`src/rtl/regfile_2r1w.sv`:
```
// Parametrised register file: one write port, two registered read ports with per-entry written tracking.
// Optional macro REGFILE_BYPASS_EN forwards same-edge write data to a read of the same address.
module regfile_2r1w #(
    parameter int DATA_W = 4,
    parameter int DEPTH  = 8,
    parameter int ADDR_W = 3
) (
    input  logic              clk,
    input  logic              rst,
    input  logic              clr,
    input  logic              we,
    input  logic [ADDR_W-1:0] waddr,
    input  logic [DATA_W-1:0] wdata,
    input  logic              re0,
    input  logic [ADDR_W-1:0] raddr0,
    output logic [DATA_W-1:0] rdata0,
    output logic              rvalid0,
    output logic              uninit0,
    input  logic              re1,
    input  logic [ADDR_W-1:0] raddr1,
    output logic [DATA_W-1:0] rdata1,
    output logic              rvalid1,
    output logic              uninit1,
    output logic              wr_err,
    output logic              rd_err
);

    localparam logic [ADDR_W:0] DEPTH_C = (ADDR_W + 1)'(DEPTH);

    logic [DATA_W-1:0] mem_q [DEPTH];
    logic [DATA_W-1:0] mem_d [DEPTH];
    logic [DEPTH-1:0]  written_q, written_d;
    logic [DATA_W-1:0] rdata0_q, rdata0_d, rdata1_q, rdata1_d;
    logic              rvalid0_q, rvalid0_d, rvalid1_q, rvalid1_d;
    logic              uninit0_q, uninit0_d, uninit1_q, uninit1_d;
    logic              wr_err_q, wr_err_d, rd_err_q, rd_err_d;

    logic w_ok, r0_ok, r1_ok;
    assign w_ok  = {1'b0, waddr}  < DEPTH_C;
    assign r0_ok = {1'b0, raddr0} < DEPTH_C;
    assign r1_ok = {1'b0, raddr1} < DEPTH_C;

    // Storage update: clr wins over a same-edge write and silences its error.
    always_comb begin
        mem_d     = mem_q;
        written_d = written_q;
        wr_err_d  = we && !clr && !w_ok;
        if (clr) begin
            for (int i = 0; i < DEPTH; i++) mem_d[i] = '0;
            written_d = '0;
        end else if (we && w_ok) begin
            mem_d[waddr]     = wdata;
            written_d[waddr] = 1'b1;
        end
    end

    // rvalidN is a one-cycle strobe after each accepted read; rdataN/uninitN hold otherwise.
    always_comb begin
        rdata0_d  = rdata0_q;
        uninit0_d = uninit0_q;
        rvalid0_d = re0;
        if (re0) begin
            if (r0_ok) begin
                rdata0_d  = mem_q[raddr0];
                uninit0_d = ~written_q[raddr0];
`ifdef REGFILE_BYPASS_EN
                if (we && !clr && w_ok && (waddr == raddr0)) begin
                    rdata0_d  = wdata;
                    uninit0_d = 1'b0;
                end
`endif
            end else begin
                rdata0_d  = '0;
                uninit0_d = 1'b1;
            end
        end
    end

    always_comb begin
        rdata1_d  = rdata1_q;
        uninit1_d = uninit1_q;
        rvalid1_d = re1;
        if (re1) begin
            if (r1_ok) begin
                rdata1_d  = mem_q[raddr1];
                uninit1_d = ~written_q[raddr1];
`ifdef REGFILE_BYPASS_EN
                if (we && !clr && w_ok && (waddr == raddr1)) begin
                    rdata1_d  = wdata;
                    uninit1_d = 1'b0;
                end
`endif
            end else begin
                rdata1_d  = '0;
                uninit1_d = 1'b1;
            end
        end
    end

    assign rd_err_d = (re0 && !r0_ok) || (re1 && !r1_ok);

    always_ff @(posedge clk or posedge rst) begin
        if (rst) begin
            for (int i = 0; i < DEPTH; i++) mem_q[i] <= '0;
            written_q <= '0;
            rdata0_q  <= '0;
            rdata1_q  <= '0;
            rvalid0_q <= 1'b0;
            rvalid1_q <= 1'b0;
            uninit0_q <= 1'b0;
            uninit1_q <= 1'b0;
            wr_err_q  <= 1'b0;
            rd_err_q  <= 1'b0;
        end else begin
            for (int i = 0; i < DEPTH; i++) mem_q[i] <= mem_d[i];
            written_q <= written_d;
            rdata0_q  <= rdata0_d;
            rdata1_q  <= rdata1_d;
            rvalid0_q <= rvalid0_d;
            rvalid1_q <= rvalid1_d;
            uninit0_q <= uninit0_d;
            uninit1_q <= uninit1_d;
            wr_err_q  <= wr_err_d;
            rd_err_q  <= rd_err_d;
        end
    end

    assign rdata0  = rdata0_q;
    assign rvalid0 = rvalid0_q;
    assign uninit0 = uninit0_q;
    assign rdata1  = rdata1_q;
    assign rvalid1 = rvalid1_q;
    assign uninit1 = uninit1_q;
    assign wr_err  = wr_err_q;
    assign rd_err  = rd_err_q;

endmodule

```
`config.mk`:
```
export PLATFORM = sky130hd
export DESIGN_NAME = regfile_2r1w
export DESIGN_NICKNAME = d
export VERILOG_FILES = /design/src/rtl/regfile_2r1w.sv
export SDC_FILE = /design/constraint.sdc
export NUM_CORES = 1
export LEC_CHECK = 0
export CORE_UTILIZATION = 56
export DETAILED_ROUTE_END_ITERATION = 10
export PLACE_DENSITY = 0.8
export SYNTH_ARGS = -nofsm -noshare
export SYNTH_HDL_FRONTEND = slang
export SYNTH_SLANG_ARGS = --single-unit
```
`constraint.sdc`:
```
create_clock -name clk -period 2.2 [get_ports clk]
set_clock_uncertainty 0.2 [all_clocks]
set_input_delay 0.33 -clock clk [delete_from_list [all_inputs] [get_ports clk]]
set_output_delay 0.33 -clock clk [all_outputs]
set_load 0.005 [all_outputs]
```
==> impl_metrics.csv, run 1 <==
group,metric,value,unit
cts,clock_latency,300,ps
synthesis,ys_ff_latch,52,
synthesis,synth-seq-area-share,0.469,
power_and_ir_drop,power_leakage,1.54,nW
routing,wirelength,6430,um
cts,cts-root-buf,"clkbuf_8",
sta,rsz0062_at_grt,"no",
sta,hold_viol,0,
routing,drt_iter0_markers,168,
setup_path,critPathArrivalTime,1840,ps
synthesis,syn_inst,255,
grt,grt_pass1_wl,10500,um
routing,dr.pass1.iters,4,
synthesis,synth-warning-count,0,
layout,layout_common_cells,"mux2i_1, dfrtp_1, nor2_1",
floorplanning,die_w,72.4,um
floorplanning,start_util,0.583,
sta,fin_setup_tns,0,ps
routing,drc,0,
floorplanning,ios,33,
sta,timing.slew.headroom,0.651,
cts,clockBufferDepth,2,
floorplanning,fp.coreArea,0.00475,mm2
grt,grt-ovfl-total,0,
cts,ctsResizeCount,0,
setup_path,worstPathCellList,"clkdlybuf4s50_1 > nor4bb_1 > buf_4 > mux2i_1 > nor2_1",
power_and_ir_drop,ir_worst_vdd,277,uV
layout,drive_above_1_share,0.124,
grt,grt_usage,0.271,
power_and_ir_drop,power,1.85,mW
cts,cts_setup_buffers,0,
cts,cts_tree,"built",
place,io_buffer_count,30,
cts,hold_buffers,0,
routing,via_count,2042,
setup_path,cp-start-kind,"input pin",
synthesis,ys_types,26,
synthesis,netlist.area_leader.share,0.469,
cts,ctsHtreeMaxLevel,2,
power_and_ir_drop,power.density,573,mW/mm2
synthesis,synth.avg_cell_area,10.9,um2
setup_path,reg2reg_depth,3,
run,drv_cap,0,
setup_path,required,2180,ps
setup_path,crit_slowest_cell,"clkdlybuf4s50_1",
cts,clk_pin_slew,90,ps
sta,fmaxAchievable,537,MHz
layout,fillers,399,
setup_path,reg2reg_slack,920,ps
grt,grt_pass1_vias,2027,
routing,wl_per_cell,18.4,um
sta,period_share,0.846,
sta,setup_violations,0,
layout,syn_to_final_growth,16.2,%
place,gp_congestion,0.843,
synthesis,synth_area_leaders,"dfrtp_1, mux2i_1, mux2_2",
floorplanning,dieArea,0.00524,mm2
synthesis,syn-cell-area,0.00277,mm2
layout,final_nets,302,
cts,numClockSinks,52,
sta,fin_crit,1860,ps
place,hpwl,4370,um
grt,grt_antenna_before_repair,0,
setup_path,path_max_fanout,8,
layout,antenna_cells,0,
synthesis,synth_top_area_cell,"dfrtp_1",
routing,viasPerCell,5.83,
grt,grt_max_degree,53,
run_status,run_status,"completed",
min_path,hold_class,"input pin to asynchronous set/reset pin",
routing,drtAntennaViolNets,0,
sta,drv_slew,0,
floorplanning,die_y,72.4,um
setup_path,worstSetupPathType,"input pin to flip-flop",
setup_path,cp-end-kind,"flip-flop",
sta,worst_pin_slew,521,ps
setup_path,cpPeakStageDelay,640,ps
cts,cts_made_buffers,5,
floorplanning,rows,25,
## power by group
group | internal (mW) | leakage [nW] | total (mW) | switching, mW
registers | 0.995 | 0.700 | 1.02 | 0.0278
clock network | 0.217 | 0.0410 | 0.510 | 0.293
logic | 0.158 | 0.796 | 0.314 | 0.156
## path summary, 6_finish.rpt
path | start | end
worst min register to register | rdata1[1]$_DFFE_PP0P_ | rdata1[1]$_DFFE_PP0P_
worst max-delay path | waddr[0] | mem_q[25]$_DFFE_PP0P_
min in group clk | rdata1[1]$_DFFE_PP0P_ | rdata1[1]$_DFFE_PP0P_
max in group asynchronous | rst | mem_q[7]$_DFFE_PP0P_
worst max register to register | mem_q[10]$_DFFE_PP0P_ | rdata0[2]$_DFFE_PP0P_
worst min-delay path | rst | written_q[4]$_DFFE_PP0P_
## metal layers
| layer | global-route usage | share of wire | wire (um) |
|---|---|---|---|
| met5 | 0 | 0 | 0 |
| met4 | 0.120 | 0.028 | 180 |
| met3 | 0.0472 | 0.040 | 257 |
| met2 | 0.424 | 0.46 | 2960 |
| met1 | 0.372 | 0.47 | 3040 |
## cells in the mapped netlist
| cell type | number |
|---|---|
| a41oi_1 | 2 |
| nor2_1 | 44 |
| inv_1 | 7 |
| a22oi_1 | 2 |
| buf_6 | 5 |
| nor4bb_1 | 3 |
| nand2_1 | 12 |
| mux2i_1 | 52 |
| a211o_1 | 2 |
| o22ai_1 | 8 |
| a21oi_1 | 4 |
| dfrtp_1 | 52 |
| and2b_1 | 2 |
| nor4b_4 | 1 |
| nor2b_1 | 2 |
| mux2_2 | 16 |
| conb_1 | 1 |
| clkbuf_1 | 8 |
| nand4_1 | 1 |
| buf_2 | 4 |
| a22o_1 | 8 |
| nand2b_1 | 2 |
| buf_4 | 4 |
| o2111ai_1 | 2 |
| nand4b_1 | 3 |
| o31ai_1 | 8 |
## stage by stage
step	instance area (um2)	worst slack (ps)	util	hold slack [ps]	std cells
finish	3220	339	0.678	173	350
global route	3220	241	0.678	198	350
CTS	3220	348	0.678	192	350
detailed placement	3140	11.6	0.661	271	343
global placement	3140	95.0	0.661	271	343
floorplan	2780	412	-	161	256
## area by class of cell
type                       instances  area, um2  area share
sequential                        52       1300       0.404
tap                               67       83.8      0.0260
inverter                           7       26.3     0.00816
clock buffer                       6       72.6      0.0225
clock inverter                     1       5.00     0.00155
multi-input combinational        176       1310       0.407
timing repair buffer              41        420       0.130
## logic make-up (layout without fill, tap and decap cells)
| kind of cell | Yosys count | after routing | share of synthesized area |
|---|---|---|---|
| simple gates | 70 | 70 | 0.121 |
| compound gates | 36 | 36 | 0.0966 |
| other cells | 1 | 2 | 0.00135 |
| buf+inv | 28 | 55 | 0.0587 |
| flops | 52 | 52 | 0.469 |
| mux | 68 | 68 | 0.253 |
## sequential cells by signal, summed over array words and instances, names as in the netlist
signal     cells
uninit0        1
rvalid1        1
mem_q         32
rdata1         4
rvalid0        1
written_q      8
rdata0         4
uninit1        1
## worst max-delay path: cells and delay by family
family / cells / cell delay, ps
muxes: 1 / 200
buffers and inverters: 2 / 860
and+or+nand+nor: 2 / 440
Power figures use the tool's default switching activity.
==> run 2, diff against run 1 <==
--- a/config.mk
+++ b/config.mk
@@ -5,9 +5,9 @@
 export SDC_FILE = /design/constraint.sdc
 export NUM_CORES = 1
 export LEC_CHECK = 0
-export CORE_UTILIZATION = 56
+export CORE_UTILIZATION = 50
 export DETAILED_ROUTE_END_ITERATION = 10
-export PLACE_DENSITY = 0.8
+export PLACE_DENSITY = 0.75
 export SYNTH_ARGS = -nofsm -noshare
 export SYNTH_HDL_FRONTEND = slang
 export SYNTH_SLANG_ARGS = --single-unit
==> constraint.sdc (replaced) <==
create_clock -name clk -period 1.5 [get_ports clk]
set_clock_uncertainty 0.2 [all_clocks]
set_input_delay 0.225 -clock clk [delete_from_list [all_inputs] [get_ports clk]]
set_output_delay 0.225 -clock clk [all_outputs]
set_load 0.005 [all_outputs]
==> run 2 against run 1 <==
  * Sequential share of layout area fell by 3.2 points
  * Wire length rose by 4.8%
  * Worst hold slack got worse by 40 ps
  * Global-route usage fell by 2.8 points
  * Non-clock buffer count rose by 26
  * Combinational power rose by 67%
  * First-iteration DRC count rose by 40%
  * Critical endpoint is now rdata0[3]$_DFFE_PP0P_
  * Die area rose by 12%
  * Design area rose by 8.7%
  * Clock power rose by 61%
  * Via count rose by 5.9%
  * Utilization fell by 0.87 points
==> impl_metrics.csv, run 2 (synthesized netlist as in run 1, its figures left out) <==
group,metric,value,unit
run_status,run_status,"completed",
grt,grt_usage,0.243,
cts,clk_pin_slew,90,ps
sta,drv_slew,0,
cts,clock_latency,300,ps
power_and_ir_drop,seqPwrFrac,0.528,
grt,grt-ovfl-total,0,
place,dpl.cell_count,363,
layout,largest_reg_flops,32,
setup_path,cp-end-kind,"flip-flop",
grt,grt_antenna_before_repair,0,
routing,via_count,2163,
power_and_ir_drop,power.density,811,mW/mm2
sta,period_share,0.962,
layout,syn_to_final_growth,26.4,%
setup_path,critPathArrivalTime,1460,ps
routing,drc,0,
layout,regMostFlops,"mem_q",
sta,rsz0062_at_grt,"no",
place,hpwl,4540,um
layout,top_regs,"mem_q (32), written_q (8)",
setup_path,required,1510,ps
layout,final_cells,380,
power_and_ir_drop,power_leakage,1.75,nW
sta,worst_slack,56.4,ps
setup_path,rr_endpoint,"rdata0[2]$_DFFE_PP0P_",
cts,cts-root-buf,"clkbuf_8",
power_and_ir_drop,netSwitchingPower,0.729,mW
power_and_ir_drop,sw_frac_of_total,0.257,
floorplanning,rows,26,
setup_path,worst-path-stages,5,
power_and_ir_drop,power,2.84,mW
floorplanning,ios,33,
power_and_ir_drop,p_int,2.11,mW
floorplanning,start_util,0.529,
sta,hold_viol,0,
routing,drtAntennaViolNets,0,
setup_path,worstPathCellList,"clkdlybuf4s50_1 > nor2_1 > buf_4 > a22o_1 > o31ai_1",
setup_path,cp_top_family,"buffers and inverters",
sta,setup_violations,0,
setup_path,reg2reg_slack,210,ps
place,post-place-ws,-387,ps
floorplanning,fp.coreArea,0.00524,mm2
layout,final_nets,328,
run,drv_cap,0,
sta,fin_crit,1440,ps
layout,antenna_cells,0,
power_and_ir_drop,ir_worst_vdd,443,uV
routing,drt_iter0_markers,235,
floorplanning,die_w,76.5,um
power_and_ir_drop,p_clk_frac,0.288,
setup_path,worstSetupPathType,"input pin to flip-flop",
layout,fin_util,0.669,
cts,cts_tree,"built",
power_and_ir_drop,comb_power_share,0.184,
cts,clockBufferDepth,2,
routing,wl_per_cell,17.7,um
layout,drive_above_1_share,0.210,
sta,fmaxAchievable,693,MHz
place,io_buffer_count,30,
setup_path,path_buf_inv,2,
place,gp_congestion,0.837,
grt,grt_pass1_wl,11100,um
floorplanning,dieArea,0.00585,mm2
routing,wirelength,6740,um
grt,grt_pass1_vias,2098,
layout,layout_common_cells,"mux2i_1, dfrtp_1, nor2_1",
min_path,hold_class,"input pin to asynchronous set/reset pin",
setup_path,path_max_fanout,5,
cts,numClockSinks,52,
setup_path,endpoint,"rdata0[3]$_DFFE_PP0P_",
setup_path,r2r_start,"mem_q[10]$_DFFE_PP0P_",
cts,cts_made_buffers,5,
setup_path,cp-start-kind,"input pin",
setup_path,critPathLaunch,"raddr0[2]",
cts,ctsHtreeMaxLevel,2,
floorplanning,die_y,76.5,um
setup_path,cpPeakStageDelay,560,ps
setup_path,crit_slowest_cell,"clkdlybuf4s50_1",
grt,grt_max_degree,53,
routing,viasPerCell,5.69,
routing,dr.pass1.iters,4,
setup_path,reg2reg_depth,3,
run 2: worst min-delay path by stage:
stage / startpoint / to / slack [ps] / cells after the start
finish: rst / written_q[6]$_DFFE_PP0P_ / 130 / 3
global placement: rdata1[3]$_DFFE_PP0P_ / rdata1[3]$_DFFE_PP0P_ / 270 / 2
CTS: rst / written_q[4]$_DFFE_PP0P_ / 150 / 3
detailed placement: rdata1[0]$_DFFE_PP0P_ / rdata1[0]$_DFFE_PP0P_ / 280 / 2
global route: rst / written_q[6]$_DFFE_PP0P_ / 160 / 3
floorplan: re0 / rvalid0$_DFF_PP0_ / 60 / 0
run 2: layout make-up:
class | instances | area, um2
clock buffers | 8 | 90.1
inverters | 7 | 30.0
repair buffers | 67 | 662
fillers | 405 | 1730
well taps | 70 | 87.6
flip-flops and latches | 52 | 1300
multi-input cells | 176 | 1330
run 2: tightest hold or removal path, delay by kind of cell:
kind                   cells  cell delay [ps]
buffers and inverters      3              800
run 2: through the flow:
stage | hold WS (ps) | setup TNS (ps) | instance area (um2)
3_3_place_gp | 273 | -14390 | 3290
2_1_floorplan | 56.4 | 0 | 2780
4_1_cts | 145 | 0 | 3490
3_5_place_dp | 281 | -15540 | 3290
6_report | 133 | 0 | 3500
5_1_grt | 161 | 0 | 3500
run 2: metal layers:
metal	vias up	share of wire	GRT usage
li1	1006	-	-
met1	1073	0.44	0.344
met2	76	0.48	0.387
met3	8	0.059	0.0419
met4	0	0.013	0.0596
met5	-	0	0
run 2: timing repair:
| item | 4_1_cts | 5_1_grt |
|---|---|---|
| setup buffers | 7 | 0 |
| endpoints found under the setup margin | 41 | 8 |
| pin swaps | 3 | 0 |
| resized for setup | 20 | 5 |
| hold buffers | 0 | 0 |
| cloned | 2 | 0 |
| endpoints found under the hold margin | 0 | 0 |
run 2: power by group through the flow:
stage,Sequential (mW),Clock [mW],Combinational [mW]
6_report,1.50,0.819,0.524
5_1_grt,1.51,0.893,0.561
4_1_cts,1.50,0.835,0.520
3_5_place_dp,1.53,0,0.494
3_3_place_gp,1.53,0,0.486
2_1_floorplan,1.52,0,0.265
==> run 3, diff against run 2 <==
--- a/config.mk
+++ b/config.mk
@@ -5,9 +5,11 @@
 export SDC_FILE = /design/constraint.sdc
 export NUM_CORES = 1
 export LEC_CHECK = 0
+export CAP_MARGIN = 10
 export CORE_UTILIZATION = 50
 export DETAILED_ROUTE_END_ITERATION = 10
 export PLACE_DENSITY = 0.75
+export SKIP_CTS_REPAIR_TIMING = 1
 export SYNTH_ARGS = -nofsm -noshare
 export SYNTH_HDL_FRONTEND = slang
 export SYNTH_SLANG_ARGS = --single-unit
==> run 3 against run 2 <==
  * Total power grew 0.24%
  * Flip-flop and latch count is the same
  * Critical path depth is the same
==> impl_metrics.csv, run 3 (synthesized netlist as in run 1, its figures left out) <==
group,metric,value,unit
power_and_ir_drop,ir_worst_vdd,452,uV
cts,clockBufferDepth,2,
routing,dr.pass1.iters,4,
cts,ctsHtreeMaxLevel,2,
power_and_ir_drop,p_int,2.12,mW
setup_path,cp-end-kind,"flip-flop",
cts,cts_made_buffers,5,
floorplanning,die_y,76.5,um
routing,wl_per_cell,17.9,um
layout,final_nets,326,
routing,drc,0,
sta,rsz0062_at_grt,"no",
place,hpwl,4540,um
min_path,hold_class,"input pin to asynchronous set/reset pin",
power_and_ir_drop,power_leakage,1.90,nW
floorplanning,fp.coreArea,0.00524,mm2
routing,drtAntennaViolNets,0,
layout,seqCellArea,0.00130,mm2
layout,fillers,387,
layout,regMostFlops,"mem_q",
floorplanning,rows,26,
floorplanning,ios,33,
routing,wirelength,6750,um
layout,antenna_cells,0,
grt,top_usage_layer,"met2",
setup_path,path_max_fanout,5,
power_and_ir_drop,comb_power_share,0.187,
sta,period_share,0.961,
power_and_ir_drop,p_clk_frac,0.287,
sta,setup_violations,0,
sta,hold_viol,0,
floorplanning,dieArea,0.00585,mm2
floorplanning,start_util,0.529,
layout,largest_reg_flops,32,
sta,drv_slew,0,
cts,clock_latency,300,ps
setup_path,cp-start-kind,"input pin",
layout,final_cells,378,
grt,grt_pass1_vias,2035,
layout,drive_above_1_share,0.205,
grt,gr-usage-met1,0.342,
grt,grt-ovfl-total,0,
layout,layout_common_cells,"mux2i_1, dfrtp_1, nor2_1",
sta,fmaxAchievable,693,MHz
place,io_buffer_count,30,
place,gp_congestion,0.837,
power_and_ir_drop,seqPwrFrac,0.526,
setup_path,required,1510,ps
run,drv_cap,0,
layout,multiInputGateArea,0.00134,mm2
layout,syn_to_final_growth,28.1,%
cts,cts_tree,"built",
place,dpl.cell_count,363,
floorplanning,die_w,76.5,um
cts,cts-root-buf,"clkbuf_8",
cts,clk_pin_slew,90,ps
run_status,run_status,"completed",
grt,grt_usage,0.233,
layout,top_regs,"mem_q (32), written_q (8)",
setup_path,critPathArrivalTime,1450,ps
power_and_ir_drop,sw_frac_of_total,0.256,
grt,use_met3,0.0383,
routing,via_count,2141,
power_and_ir_drop,power.density,802,mW/mm2
sta,fin_setup_tns,0,ps
grt,grt_antenna_before_repair,0,
routing,viasPerCell,5.66,
grt,grt_pass1_wl,10600,um
setup_path,worstSetupPathType,"input pin to flip-flop",
grt,grt_max_degree,53,
sta,fin_crit,1440,ps
power_and_ir_drop,netSwitchingPower,0.730,mW
routing,drt_iter0_markers,188,
cts,numClockSinks,52,
grt,met2_usage,0.364,
run 3: area by class of cell:
class / count / share of cell area
clock buffer: 8 / 0.0254
inverter: 7 / 0.00845
multi-input combinational: 176 / 0.378
sequential: 52 / 0.366
tap: 70 / 0.0247
timing repair buffer: 65 / 0.198
run 3: power groups by stage:
stage	logic (mW)	clock network (mW)	registers, mW
after floorplan	0.265	0	1.52
after global placement	0.486	0	1.53
after detailed placement	0.494	0	1.53
after CTS	0.495	0.835	1.50
after global routing	0.571	0.892	1.51
final	0.533	0.817	1.50
run 3: layer usage:
layer  up-vias  wire [um]  share of wire
li1       1006          -              -
met1      1049       2990           0.44
met2        78       3250           0.48
met3         8        448          0.066
met4         0         60         0.0089
met5         -          0              0
run 3: worst paths after layout:
path,startpoint,to,slack (ps),cells after the start
worst min-delay path,rst,written_q[6]$_DFFE_PP0P_,130,3
worst max-delay path,raddr0[2],rdata0[3]$_DFFE_PP0P_,60,5
worst max register to register,mem_q[10]$_DFFE_PP0P_,rdata0[2]$_DFFE_PP0P_,220,3
min in group clk,raddr1[1],uninit1$_DFFE_PP0P_,150,3
worst min register to register,rdata1[0]$_DFFE_PP0P_,rdata1[0]$_DFFE_PP0P_,300,2
max in group asynchronous,rst,mem_q[12]$_DFFE_PP0P_,740,3
run 3: critical path: stages:
cell,delay (ps)
clkdlybuf4s50_1,560
nor2_1,70
buf_4,160
a22o_1,220
o31ai_1,220
run 3: stage by stage:
stage | setup slack (ps) | utilization | hold WS (ps) | total power [mW] | area, um2
6_report | 58.0 | 0.678 | 134 | 2.85 | 3550
5_1_grt | 8.10 | 0.678 | 161 | 2.97 | 3550
3_5_place_dp | -387 | 0.629 | 281 | 2.02 | 3290
2_1_floorplan | 135 | - | 56.4 | 1.79 | 2780
3_3_place_gp | -384 | 0.629 | 273 | 2.01 | 3290
4_1_cts | -136 | 0.646 | 145 | 2.83 | 3380
==> RTL edit 1, RTL diff (config.mk and constraints of run 2) <==
Make the reset (`rst`) synchronous in one clocked block.
--- a/src/rtl/regfile_2r1w.sv
+++ b/src/rtl/regfile_2r1w.sv
@@ -100,5 +100,5 @@
     assign rd_err_d = (re0 && !r0_ok) || (re1 && !r1_ok);
 
-    always_ff @(posedge clk or posedge rst) begin
+    always_ff @(posedge clk) begin
         if (rst) begin
             for (int i = 0; i < DEPTH; i++) mem_q[i] <= '0;
Behaviour: differs if rst is asserted again (counterexample within 4 cycles, from zero or initial values and one cycle with rst high); with rst held inactive, the same outputs for 4 cycles.
==> RTL edit 1 against run 2 <==
- setup slack worse by 48 ps
- global-route usage up 1.6 points
- synthesized cell count up 1.2%
- routed wire length down 5.8%
- sequential cell count unchanged
- synthesized area down 8.9%
- non-clock buffer count down 2
- power down 0.23%
- final area down 4.7%
- register-to-register slack worse by 150 ps
- clock power up 16%
- utilization up 2.9 points
- largest cell class unchanged
- highest routed layer unchanged
==> RTL edit 1: results (changes against run 2) <==
<table>
<tr><th>Metric</th><th>Value</th></tr>
<tr><th colspan="2">GRT</th></tr>
<tr><td>Largest net degree at the start of global routing</td><td>41 (was 53)</td></tr>
<tr><td>Overall Global Routing Usage</td><td>0.260 (was 0.243)</td></tr>
<tr><th colspan="2">Critical path</th></tr>
<tr><td>Highest cell delay on the worst timing path</td><td>420 ps (was 560 ps)</td></tr>
<tr><td>Maximum fanout along the worst path</td><td>6 (was 5)</td></tr>
<tr><th colspan="2">Drt</th></tr>
<tr><td>Met3 routed WL</td><td>308 um (was 398 um)</td></tr>
<tr><td>Routed metal-1 wire length</td><td>2.67 mm (was 2.99 mm)</td></tr>
<tr><td>Met2 Routed Length</td><td>3.15 mm (was 3.26 mm)</td></tr>
<tr><td>Via Count</td><td>2119 (was 2163)</td></tr>
<tr><td>Drt initial violations</td><td>109 (was 235)</td></tr>
<tr><th colspan="2">Synthesis</th></tr>
<tr><td>Most used flip-flop cell after synthesis</td><td>sky130_fd_sc_hd__dfxtp_1 (was sky130_fd_sc_hd__dfrtp_1)</td></tr>
<tr><td>Count of different cell masters after synthesis</td><td>31 (was 26)</td></tr>
<tr><td>Largest cells by area after synthesis</td><td>sky130_fd_sc_hd__dfxtp_1 (41%), sky130_fd_sc_hd__mux2i_1 (21%), sky130_fd_sc_hd__nor2_1 (8.2%), sky130_fd_sc_hd__mux2_2 (6.7%), sky130_fd_sc_hd__a221o_1 (2.8%) (was sky130_fd_sc_hd__dfrtp_1 (47%), sky130_fd_sc_hd__mux2i_1 (19%), sky130_fd_sc_hd__mux2_2 (6.5%), sky130_fd_sc_hd__nor2_1 (6.0%), sky130_fd_sc_hd__a22o_1 (2.5%))</td></tr>
<tr><td>Most instantiated cells after synthesis</td><td>sky130_fd_sc_hd__nor2_1 (55), sky130_fd_sc_hd__dfxtp_1 (52), sky130_fd_sc_hd__mux2i_1 (52), sky130_fd_sc_hd__mux2_2 (15), sky130_fd_sc_hd__clkbuf_1 (12) (was sky130_fd_sc_hd__dfrtp_1 (52), sky130_fd_sc_hd__mux2i_1 (52), sky130_fd_sc_hd__nor2_1 (44), sky130_fd_sc_hd__mux2_2 (16), sky130_fd_sc_hd__nand2_1 (12))</td></tr>
<tr><th colspan="2">Run status</th></tr>
<tr><td>Result of the run</td><td>complete, no violations (unchanged)</td></tr>
<tr><th colspan="2">Placed design</th></tr>
<tr><td>Post-detailed-placement half-perimeter wirelength</td><td>4.26 mm (was 4.54 mm)</td></tr>
<tr><td>Gp weighted congestion</td><td>0.891 (was 0.837)</td></tr>
<tr><th colspan="2">Pwr</th></tr>
<tr><td>Leakage component of the power</td><td>1.44 nW (was 1.75 nW)</td></tr>
<tr><td>Worst-case vdd ir drop</td><td>430 uV (was 443 uV)</td></tr>
<tr><th colspan="2">Finish</th></tr>
<tr><td>Fraction of layout cells with a size suffix above 1</td><td>0.296 (was 0.210)</td></tr>
<tr><td>Number of fill cells in the layout</td><td>390 (was 405)</td></tr>
</table>
## RTL edit 1: cell count changes after synthesis, sizes merged, moves of 4 or more
cell,delta
dfrtp,-52
dfxtp,+52
nor2,+11
a211oi,+9
a22o,-8
o31ai,-8
a221o,+7
nand2,-6
buf,-4
clkbuf,+4
inv,-4
## RTL edit 1: cell families (layout without fill, tap and decap cells)
group / count (synthesis) / in the layout
other: 1 / 2
buffers and inverters: 24 / 76
AND/OR/NAND/NOR: 77 / 77
multiplexers: 70 / 70
AO/OA/AOI/OAI: 34 / 34
flip-flops: 52 / 52
## RTL edit 1: layout make-up
type | instances | area (um2) | area share
Sequential cell | 52 | 1050 | 0.315
Clock buffer | 5 | 68.8 | 0.0206
Clock inverter | 3 | 42.5 | 0.0127
Timing Repair Buffer | 65 | 646 | 0.193
Inverter | 3 | 11.3 | 0.00337
Tap cell | 67 | 83.8 | 0.0251
Multi-Input combinational cell | 183 | 1440 | 0.430
## RTL edit 1: worst max-delay path, delay by kind of cell
family	cells	cell delay, ps
AOI/OAI and AO/OA	2	600
buffers and inverters	3	530
muxes	1	160
## RTL edit 1: repair_timing
| item | in CTS | in global routing |
|---|---|---|
| hold buffers | 0 | 0 |
| cloned | 1 | 0 |
| buffers inserted | 1 | 0 |
| pin swaps | 5 | 5 |
| resized for setup | 45 | 12 |
| setup endpoints to repair | 25 | 31 |
## RTL edit 1: path summary, 6_finish.rpt
kind | start | to | slack (ps) | depth (start not counted)
max | raddr0[0] | rdata0[1] | 9 | 6
min | raddr0[2] | uninit0 | 260 | 3
max reg2reg | written_q[5] | uninit1 | 60 | 4
min reg2reg | written_q[3] | written_q[3] | 280 | 2
## RTL edit 1: layer usage
| metal | GRT usage | vias up |
|---|---|---|
| li1 | - | 1017 |
| met1 | 0.307 | 1023 |
| met2 | 0.440 | 63 |
| met3 | 0.0511 | 16 |
| met4 | 0.142 | 0 |
| met5 | 0 | - |
## RTL edit 1: where the power goes
group / internal (W) / switching [W] / leakage, nW / total, W
clock network: 0.000494 / 0.000460 / 0.0541 / 0.000954
registers: 0.00142 / 0.0000174 / 0.425 / 0.00143
logic: 0.000237 / 0.000213 / 0.963 / 0.000450
total: 0.00215 / 0.000690 / 1.44 / 0.00284
## RTL edit 1: through the flow
step	utilization	setup TNS (ps)	cell area, um2	hold slack (ps)	worst slack [ps]
detailed placement	0.644	-15460	3080	261	-549
CTS	0.692	0	3310	245	6.93
global placement	0.644	-14180	3080	254	-555
floorplan	-	0	2530	96.6	49.2
finish	0.698	0	3340	256	8.68
global route	0.698	-11.4	3340	273	-11.4
==> RTL edit 2, RTL diff (flow settings as in run 2) <==
Made on the original files. The option `REGFILE_BYPASS_EN` is turned on by a define.
--- a/src/rtl/regfile_2r1w.sv
+++ b/src/rtl/regfile_2r1w.sv
@@ -1,4 +1,6 @@
 // Parametrised register file: one write port, two registered read ports with per-entry written tracking.
 // Optional macro REGFILE_BYPASS_EN forwards same-edge write data to a read of the same address.
+`define REGFILE_BYPASS_EN
+
 module regfile_2r1w #(
     parameter int DATA_W = 4,
Function: changed (Yosys sat finds a counterexample within 4 cycles, from zero or initial values and one cycle with rst high).
==> RTL edit 2 against run 2 <==
- routed wire length up 14%
- the run now ends with negative setup slack left
- clock power up 40%
- final area increased by 14%
- setup slack worse by 570 ps
- sequential share of layout area decreased by 4.6 points
- highest routed layer unchanged
- synthesized area up 7.3%
- final cell count fell by 2.1%
- combinational power increased by 8.6%
- sequential cell count is the same
- power rose by 12%
==> RTL edit 2: results (changes against run 2) <==
<table>
<tr><th>Metric</th><th>Value</th></tr>
<tr><th colspan="2">Synthesis</th></tr>
<tr><td>Post-synthesis xor/xnor area fraction</td><td>0.0177 (was 0)</td></tr>
<tr><td>Sequential fraction of the synthesis area</td><td>0.437 (was 0.469)</td></tr>
<tr><td>Most instantiated cells after synthesis</td><td>sky130_fd_sc_hd__dfrtp_1 (52), sky130_fd_sc_hd__nor2_1 (40), sky130_fd_sc_hd__mux2i_1 (34), sky130_fd_sc_hd__mux2_2 (24), sky130_fd_sc_hd__mux4_1 (16) (was sky130_fd_sc_hd__dfrtp_1 (52), sky130_fd_sc_hd__mux2i_1 (52), sky130_fd_sc_hd__nor2_1 (44), sky130_fd_sc_hd__mux2_2 (16), sky130_fd_sc_hd__nand2_1 (12))</td></tr>
<tr><td>Proportion of synthesized area in mux cells</td><td>0.377 (was 0.253)</td></tr>
<tr><th colspan="2">Pwr</th></tr>
<tr><td>Leakage component of the power</td><td>1.98 nW (was 1.75 nW)</td></tr>
<tr><th colspan="2">Critical path</th></tr>
<tr><td>Slowest CP cell</td><td>sky130_fd_sc_hd__mux4_2 (was sky130_fd_sc_hd__clkdlybuf4s50_1)</td></tr>
<tr><td>Highest cell delay on the worst timing path</td><td>480 ps (was 560 ps)</td></tr>
<tr><td>Start point of the critical path</td><td>mem_q[2] (was raddr0[2])</td></tr>
<tr><td>Maximum fanout along the worst path</td><td>3 (was 5)</td></tr>
<tr><td>Count of cells along the worst register-to-register path</td><td>4 (was 3)</td></tr>
<tr><td>CP arrival</td><td>2020 ps (was 1460 ps)</td></tr>
<tr><th colspan="2">GRT</th></tr>
<tr><td>Overall Global Routing Usage</td><td>0.269 (was 0.243)</td></tr>
<tr><td>Via count of the first global-routing pass</td><td>2193 (was 2098)</td></tr>
<tr><td>First-pass GRT wire length</td><td>12.1 mm (was 11.1 mm)</td></tr>
<tr><th colspan="2">Placed design</th></tr>
<tr><td>Cell Area, Placed</td><td>3560 um2 (was 3290 um2)</td></tr>
<tr><td>Post-detailed-placement half-perimeter wirelength</td><td>4.87 mm (was 4.54 mm)</td></tr>
<tr><td>Pre-CTS setup slack</td><td>-1040 ps (was -387 ps)</td></tr>
<tr><td>Gp weighted congestion</td><td>0.841 (was 0.837)</td></tr>
<tr><th colspan="2">Timing</th></tr>
<tr><td>Count of final setup violators</td><td>9 (was 0)</td></tr>
<tr><td>Worst setup slack after layout</td><td>-509 ps (was 56.4 ps)</td></tr>
<tr><th colspan="2">Run status</th></tr>
<tr><td>Failing checks</td><td>negative setup slack</td></tr>
<tr><td>Result of the run</td><td>complete, but fails checks (was complete, no violations)</td></tr>
<tr><th colspan="2">Drt</th></tr>
<tr><td>Wire length per cell</td><td>20.6 um (was 17.7 um)</td></tr>
<tr><th colspan="2">Finish</th></tr>
<tr><td>Number of fill cells in the layout</td><td>396 (was 405)</td></tr>
<tr><td>Nets@finish</td><td>318 (was 328)</td></tr>
<tr><td>Fraction of layout cells with a size suffix above 1</td><td>0.423 (was 0.210)</td></tr>
</table>
==> RTL edit 2: through the flow <==
step / cells / utilization / setup TNS, ps
finish: 372 / 0.713 / -3900
detailed placement: 349 / 0.634 / -26720
global placement: 349 / 0.634 / -25840
floorplan: 226 / - / -3200
global route: 372 / 0.713 / -4190
CTS: 365 / 0.699 / -3800
==> RTL edit 2: kinds of logic (layout without fill, tap and decap cells) <==
kind of cell / count (synthesis) / after routing
AOI/OAI and AO/OA: 6 / 6
xor gates and xnor gates: 6 / 6
buffers and inverters: 27 / 101
DFF: 52 / 52
muxes: 78 / 78
other: 1 / 2
and+or+nand+nor: 55 / 55
==> RTL edit 2: area by class of cell <==
type | instances | share of cell area
Multi-Input combinational cell | 147 | 0.400
Sequential cell | 52 | 0.326
Timing Repair Buffer | 86 | 0.210
Tap cell | 72 | 0.0225
Clock buffer | 5 | 0.0172
Clock inverter | 3 | 0.0172
Inverter | 7 | 0.00751
==> RTL edit 2: worst min path at each step <==
stage                         start            to  slack [ps]  cells after the start
after floorplan                 re0       rvalid0          60                      0
final                           rst     mem_q[16]         110                      3
after CTS                       clr  written_q[4]         100                      2
after detailed placement  rdata1[1]     rdata1[1]         310                      1
after global routing            rst     rdata1[2]         160                      3
after global placement    rdata0[2]     rdata0[2]         290                      1
==> RTL edit 2: power by group through the flow <==
stage | Clock, W | Combinational (W) | Sequential, W
final | 0.00115 | 0.000569 | 0.00147
after global routing | 0.00121 | 0.000605 | 0.00148
after CTS | 0.00117 | 0.000551 | 0.00147
after detailed placement | 0 | 0.000486 | 0.00150
after global placement | 0 | 0.000476 | 0.00150
after floorplan | 0 | 0.000285 | 0.00150
==> RTL edit 2: what timing repair did <==
| action | 4_1_cts | 5_1_grt |
|---|---|---|
| pin swaps | 4 | 3 |
| setup buffers | 6 | 7 |
| endpoints found under the setup margin | 57 | 13 |
| cloned | 3 | 0 |
| gates resized for setup | 61 | 9 |
==> RTL edit 2: worst max-delay path: cells and delay by family, from the launching register on <==
kind	cells	cell delay, ps
flip-flops	1	420
multiplexers	4	1290
==> RTL edit 2: routing by layer <==
| layer | part of all wire | GRT usage |
|---|---|---|
| met1 | 0.40 | 0.358 |
| met4 | 0.022 | 0.0855 |
| met5 | 0 | 0 |
| met2 | 0.52 | 0.451 |
| met3 | 0.060 | 0.0437 |
